File: src/rtl/rr_arbiter_4_if.sv
// Request/grant bundle between four requesters and the round-robin arbiter.
// The master side drives requests; the slave side is the arbiter.
interface rr_arbiter_4_if;
    logic [3:0] req;
    logic [3:0] gnt;
    logic [1:0] gnt_idx;
    logic       gnt_valid;
    logic       preempt;

    modport master (
        output req,
        input  gnt,
        input  gnt_idx,
        input  gnt_valid,
        input  preempt
    );

    modport slave (
        input  req,
        output gnt,
        output gnt_idx,
        output gnt_valid,
        output preempt
    );
endinterface

File: src/rtl/rr_arbiter_4.sv
// Four-requester round-robin arbiter with registered index and one-hot grant.
// Define ARB_TIMEOUT_EN to add the MAX_HOLD hold limit and the preempt pulse.
module rr_arbiter_4 #(
    parameter int unsigned MAX_HOLD = 8
) (
    input  logic           clk,
    input  logic           rst,
    rr_arbiter_4_if.slave  bus
);

    typedef enum logic {
        IDLE  = 1'b0,
        GRANT = 1'b1
    } state_t;

    state_t     state;
    state_t     state_n;
    logic [1:0] ptr;
    logic [1:0] ptr_n;
    logic [1:0] idx;
    logic [1:0] idx_n;
    logic       valid;
    logic       valid_n;
    logic [3:0] gnt_q;
    logic [3:0] gnt_n;
    logic       preempt_q;
    logic       preempt_n;
    logic       owner_req;
    logic       hold_expired;
    logic [3:0] cand;
    logic [2:0] pick;

    if (MAX_HOLD < 2 || MAX_HOLD > 255) begin : g_hold_range
        $error("rr_arbiter_4: MAX_HOLD must be within 2..255");
    end

    // Returns {found, index}; the lowest rotation offset from start wins.
    function automatic logic [2:0] rr_pick(input logic [3:0] vec, input logic [1:0] start);
        logic [1:0] k;
        rr_pick = 3'b000;
        for (int i = 3; i >= 0; i--) begin
            k = start + 2'(i);
            if (vec[k]) rr_pick = {1'b1, k};
        end
    endfunction

    function automatic logic [3:0] onehot(input logic [1:0] i);
        onehot = 4'b0001 << i;
    endfunction

`ifdef ARB_TIMEOUT_EN
    logic [7:0] cnt;
    logic [7:0] cnt_n;

    assign hold_expired = (state == GRANT) && bus.req[idx] && (cnt == 8'(MAX_HOLD - 1));
`else
    assign hold_expired = 1'b0;
`endif

    always_comb begin
        state_n   = state;
        ptr_n     = ptr;
        idx_n     = idx;
        valid_n   = valid;
        preempt_n = 1'b0;
        cand      = 4'b0000;
        pick      = 3'b000;
        owner_req = bus.req[idx];
`ifdef ARB_TIMEOUT_EN
        cnt_n     = cnt;
`endif
        case (state)
            IDLE: begin
                if (bus.req != 4'b0000) begin
                    pick    = rr_pick(bus.req, ptr);
                    idx_n   = pick[1:0];
                    valid_n = 1'b1;
                    state_n = GRANT;
`ifdef ARB_TIMEOUT_EN
                    cnt_n   = 8'd0;
`endif
                end
            end
            GRANT: begin
                if (!owner_req || hold_expired) begin
                    // Release and re-arbitrate in the same cycle so owners switch without a bubble.
                    ptr_n     = idx + 2'd1;
                    cand      = bus.req & ~onehot(idx);
                    pick      = rr_pick(cand, ptr_n);
                    preempt_n = hold_expired;
`ifdef ARB_TIMEOUT_EN
                    cnt_n     = 8'd0;
`endif
                    if (pick[2]) begin
                        idx_n = pick[1:0];
                    end else if (!hold_expired) begin
                        valid_n = 1'b0;
                        state_n = IDLE;
                    end
                end else begin
`ifdef ARB_TIMEOUT_EN
                    if (cnt != 8'hFF) cnt_n = cnt + 8'd1;
`endif
                end
            end
            default: state_n = IDLE;
        endcase
        gnt_n = valid_n ? onehot(idx_n) : 4'b0000;
    end

    always_ff @(posedge clk) begin
        if (rst) begin
            state     <= IDLE;
            ptr       <= 2'd0;
            idx       <= 2'd0;
            valid     <= 1'b0;
            gnt_q     <= 4'b0000;
            preempt_q <= 1'b0;
`ifdef ARB_TIMEOUT_EN
            cnt       <= 8'd0;
`endif
        end else begin
            state     <= state_n;
            ptr       <= ptr_n;
            idx       <= idx_n;
            valid     <= valid_n;
            gnt_q     <= gnt_n;
            preempt_q <= preempt_n;
`ifdef ARB_TIMEOUT_EN
            cnt       <= cnt_n;
`endif
        end
    end

    assign bus.gnt       = gnt_q;
    assign bus.gnt_idx   = idx;
    assign bus.gnt_valid = valid;
`ifdef ARB_TIMEOUT_EN
    assign bus.preempt   = preempt_q;
`else
    assign bus.preempt   = 1'b0;
`endif

endmodule

File: src/flat_wrapper.sv
// flat-port wrapper written by rule: the top's interface ports become plain ports
module rr_arbiter_4_flat 
#(
    parameter int unsigned MAX_HOLD = 8
)
  (clk, rst, bus_req, bus_gnt, bus_gnt_idx, bus_gnt_valid, bus_preempt);
  rr_arbiter_4_if bus_i ();
  input  logic clk;
  input  logic rst;
  input wire logic [$bits(bus_i.req)-1:0] bus_req;
  output wire logic [$bits(bus_i.gnt)-1:0] bus_gnt;
  output wire logic [$bits(bus_i.gnt_idx)-1:0] bus_gnt_idx;
  output wire logic [$bits(bus_i.gnt_valid)-1:0] bus_gnt_valid;
  output wire logic [$bits(bus_i.preempt)-1:0] bus_preempt;
  assign bus_i.req = bus_req;
  assign bus_gnt = bus_i.gnt;
  assign bus_gnt_idx = bus_i.gnt_idx;
  assign bus_gnt_valid = bus_i.gnt_valid;
  assign bus_preempt = bus_i.preempt;
  rr_arbiter_4 #(.MAX_HOLD(MAX_HOLD)) u_core (.clk(clk), .rst(rst), .bus(bus_i));
endmodule
File: config.mk
export PLATFORM = sky130hd
export DESIGN_NAME = rr_arbiter_4_flat
export DESIGN_NICKNAME = d
export VERILOG_FILES = /design/src/rtl/rr_arbiter_4_if.sv /design/src/rtl/rr_arbiter_4.sv /design/src/flat_wrapper.sv
export SDC_FILE = /design/constraint.sdc
export NUM_CORES = 1
export LEC_CHECK = 0
export CAP_MARGIN = 20
export CORE_MARGIN = 2
export CORE_UTILIZATION = 35
export DETAILED_ROUTE_END_ITERATION = 16
export SYNTH_ARGS = -nofsm -noshare
export SYNTH_HDL_FRONTEND = slang
export SYNTH_SLANG_ARGS = --single-unit
File: constraint.sdc
create_clock -name clk -period 3.92 [get_ports clk]
set_input_delay 0.784 -clock clk [delete_from_list [all_inputs] [get_ports clk]]
set_output_delay 0.784 -clock clk [all_outputs]
set_load 0.03 [all_outputs]
==> flow_summary.json <==
{
  "cts_inserted_buffers": 3,
  "ioPinCount": 14,
  "core_sq_um": 2210,
  "synth.top_cell.area_share_pct": 24.4,
  "hp-class": "reg -> reg",
  "grt_pass1_vias": 642,
  "synth-async-reset-ratio_pct": 0,
  "wl_per_cell_microns": 13.5,
  "n_antenna_cell": 0,
  "power.total_mw": 0.365,
  "fin_ws_ps": 1310,
  "clock_sinks": 10,
  "htree_levels": 1,
  "reg2reg_to": "u_core.bus.gnt[2]$_SDFF_PP0_",
  "regArea_sq_um": 200,
  "setup_viol": 0,
  "avgSynthCellArea_sq_um": 8.73,
  "leakagePower_nw": 0.359,
  "synthTopCellsByCount": "10 x dfxtp_1, 8 x inv_1, 8 x nor2_1, 7 x nand2_1, 6 x a21oi_1",
  "grt_max_degree": 15,
  "relSlewSlack_pct": 63.4,
  "worst-path-max-fanout": 12,
  "fill_cells": 225,
  "power_density_nw_per_um2": 380,
  "via_per_inst": 5.30,
  "post-route-drc-count": 0,
  "crit_slowest_cell": "mux4_2",
  "synth_cells": 94,
  "synth_seq_area_share_pct": 24.4,
  "detail-route-antenna-nets": 0,
  "cts_buffer_depth": 2,
  "synth_edf_count": 0,
  "dp_hpwl_mm": 1.34,
  "clock_skew_ps": 7.10,
  "synth_area_sq_um": 821,
  "vdd_drop_max_v": 0.000221,
  "worstPathRequired_ps": 4070,
  "rows": 17,
  "vias": 700,
  "drtPass1Iterations": 3,
  "preCtsSetupSlack_ps": 1030,
  "tns_ps": 0,
  "routed_wl_mm": 1.78,
  "maxCapViolCount": 0,
  "path_cells": "clkdlybuf4s50_1 -> mux4_2 -> nor4_4 -> o22a_2 -> and3b_1",
  "clk_pin_slew_ps": 70,
  "synth_top_cell_by_area": "dfxtp_1",
  "grt_pass1_wl_mm": 2.99,
  "holdPathStages": 1,
  "critPathArrivalTime_ps": 2760,
  "cp-start-kind": "input pin",
  "clock_latency_ps": 260,
  "io_buffer_count": 12,
  "area_growth_pct": 17.1,
  "die_area_sq_um": 2750,
  "worstHoldStart": "u_core.state$_SDFF_PP0_",
  "rsz0062_at_grt": "no",
  "reg2reg_slack_ps": 1570,
  "cts_setup_buffers": 0,
  "outcome": "completed",
  "whs_ps": 532,
  "yosys.cell_types.count": 38,
  "synth.most_common_cell": "dfxtp_1",
  "place.gp.congestion": 0.802,
  "critPathBufInv": 1,
  "start_util_pct": 37.1,
  "final.period_utilization_pct": 66.5,
  "yosysWarnings": 0,
  "final_nets": 115,
  "worstHoldEndpoint": "u_core.state$_SDFF_PP0_",
  "fmax_ghz": 0.383,
  "max_stage_delay_ps": 610,
  "fp.dieH_microns": 52.4,
  "worstMarginPinSlew_ps": 536,
  "fin_crit_ps": 2610,
  "path_class": "in -> reg",
  "root_buffer": "clkbuf_4",
  "synthTopCellsByArea": "dfxtp_1 24%, ha_1 6.1%, nor3b_2 4.6%",
  "timing.rr.start": "u_core.bus.gnt_idx[0]$_SDFF_PP0_",
  "antenna_found_initial": 0,
  "multiInputGateArea_sq_um": 528,
  "cts_tree": "done",
  "critPathTopFamily": "multiplexers",
  "rr_worst_depth": 7,
  "die_x_microns": 52.4,
  "syn-num-nets": 104,
  "cts-resized-gates": 0,
  "timing.final.max_slew_violations": 0,
  "drive_above_1_share_pct": 17.3,
  "synth-seq-cells": 10,
  "hold_violations": 0,
  "synthFlopType": "dfxtp_1",
  "gr-total-overflow": 0,
  "track_usage_pct": 14.7,
  "endpoint_kind": "flip-flop",
  "cts_hold_buf": 0,
  "drt_iter0_drc": 9
}
## final cells by class
class / instances / share of cell area [%]
Inverter: 9 / 3.52
Multi-Input combinational cell: 68 / 54.9
Timing Repair Buffer: 13 / 13.3
Tap cell: 28 / 3.65
Clock buffer: 4 / 3.78
Sequential cell: 10 / 20.8
## kinds of logic (layout without fill, tap and decap cells)
group           count (synthesis)  after routing  synth area share (%)
fa+ha+maj                       4              4                  6.10
simple gates                   33             33                  26.1
flops                          10             10                  24.4
other cells                     1              1                 0.457
buf+inv                        16             26                  11.3
mux                             4              4                  6.40
compound gates                 26             26                  25.3
## worst max-delay path by stage
stage,startpoint,cells after the start,slack [ps],to
detailed placement,bus_req[0],5,1030,u_core.bus.gnt[0]$_SDFF_PP0_
CTS,bus_req[0],5,1310,u_core.bus.gnt[0]$_SDFF_PP0_
finish,bus_req[0],5,1310,u_core.bus.gnt[0]$_SDFF_PP0_
floorplan,u_core.bus.gnt_idx[0]$_SDFF_PP0_,9,1530,u_core.bus.gnt[2]$_SDFF_PP0_
global placement,bus_req[2],5,1040,u_core.bus.gnt[0]$_SDFF_PP0_
global route,bus_req[2],6,1190,u_core.bus.gnt[1]$_SDFF_PP0_
## layer usage
layer | vias to the layer above | part of all wire (%) | global-route usage [%]
li1 | 361 | - | -
met1 | 322 | 50 | 19.1
met2 | 15 | 44 | 22.5
met3 | 2 | 5.6 | 4.00
met4 | 0 | 0.51 | 6.41
met5 | - | 0 | 0
## through the flow
stage | instances | util, % | area, sq um
after floorplan | 94 | - | 821
after global placement | 128 | 41.8 | 925
after detailed placement | 128 | 41.8 | 925
after CTS | 132 | 43.4 | 961
after global routing | 132 | 43.4 | 961
final | 132 | 43.4 | 961
## registers in the layout (all words and copies together) (netlist names)
name	cells
u_core.bus.gnt_idx	2
u_core.bus.gnt	4
u_core.ptr	2
u_core.state	1
u_core.bus.gnt_valid	1
## layout by cell type, fill, tap and decap left out, drive strengths merged, types with 2 or more instances in the layout
cell type | synthesis | final
o21ai | 3 | 3
a21oi | 7 | 7
nor3b | 4 | 4
dfxtp | 10 | 10
nor3 | 2 | 2
ha | 4 | 4
clkbuf | 0 | 4
mux2i | 3 | 3
clkdlybuf4s50 | 0 | 12
or4 | 2 | 2
or2 | 2 | 2
a22oi | 2 | 2
inv | 8 | 8
nand2b | 3 | 3
nor2 | 8 | 8
a211oi | 3 | 3
and3b | 3 | 3
nand2 | 7 | 7
## worst reg2reg max path, cell delays in order (launching register included)
cell and delay (ps):
dfxtp_1 640, inv_1 130, ha_1 400, a21oi_1 140, o221ai_1 180, and4_1 260
a211oi_2 310, nor3b_2 210
## power by group
| group | total, mW | internal (mW) | switching (mW) |
|---|---|---|---|
| Clock | 0.0914 | 0.0563 | 0.0351 |
| Combinational | 0.147 | 0.0630 | 0.0841 |
| Sequential | 0.127 | 0.113 | 0.0133 |
Power figures use the tool's default switching activity.
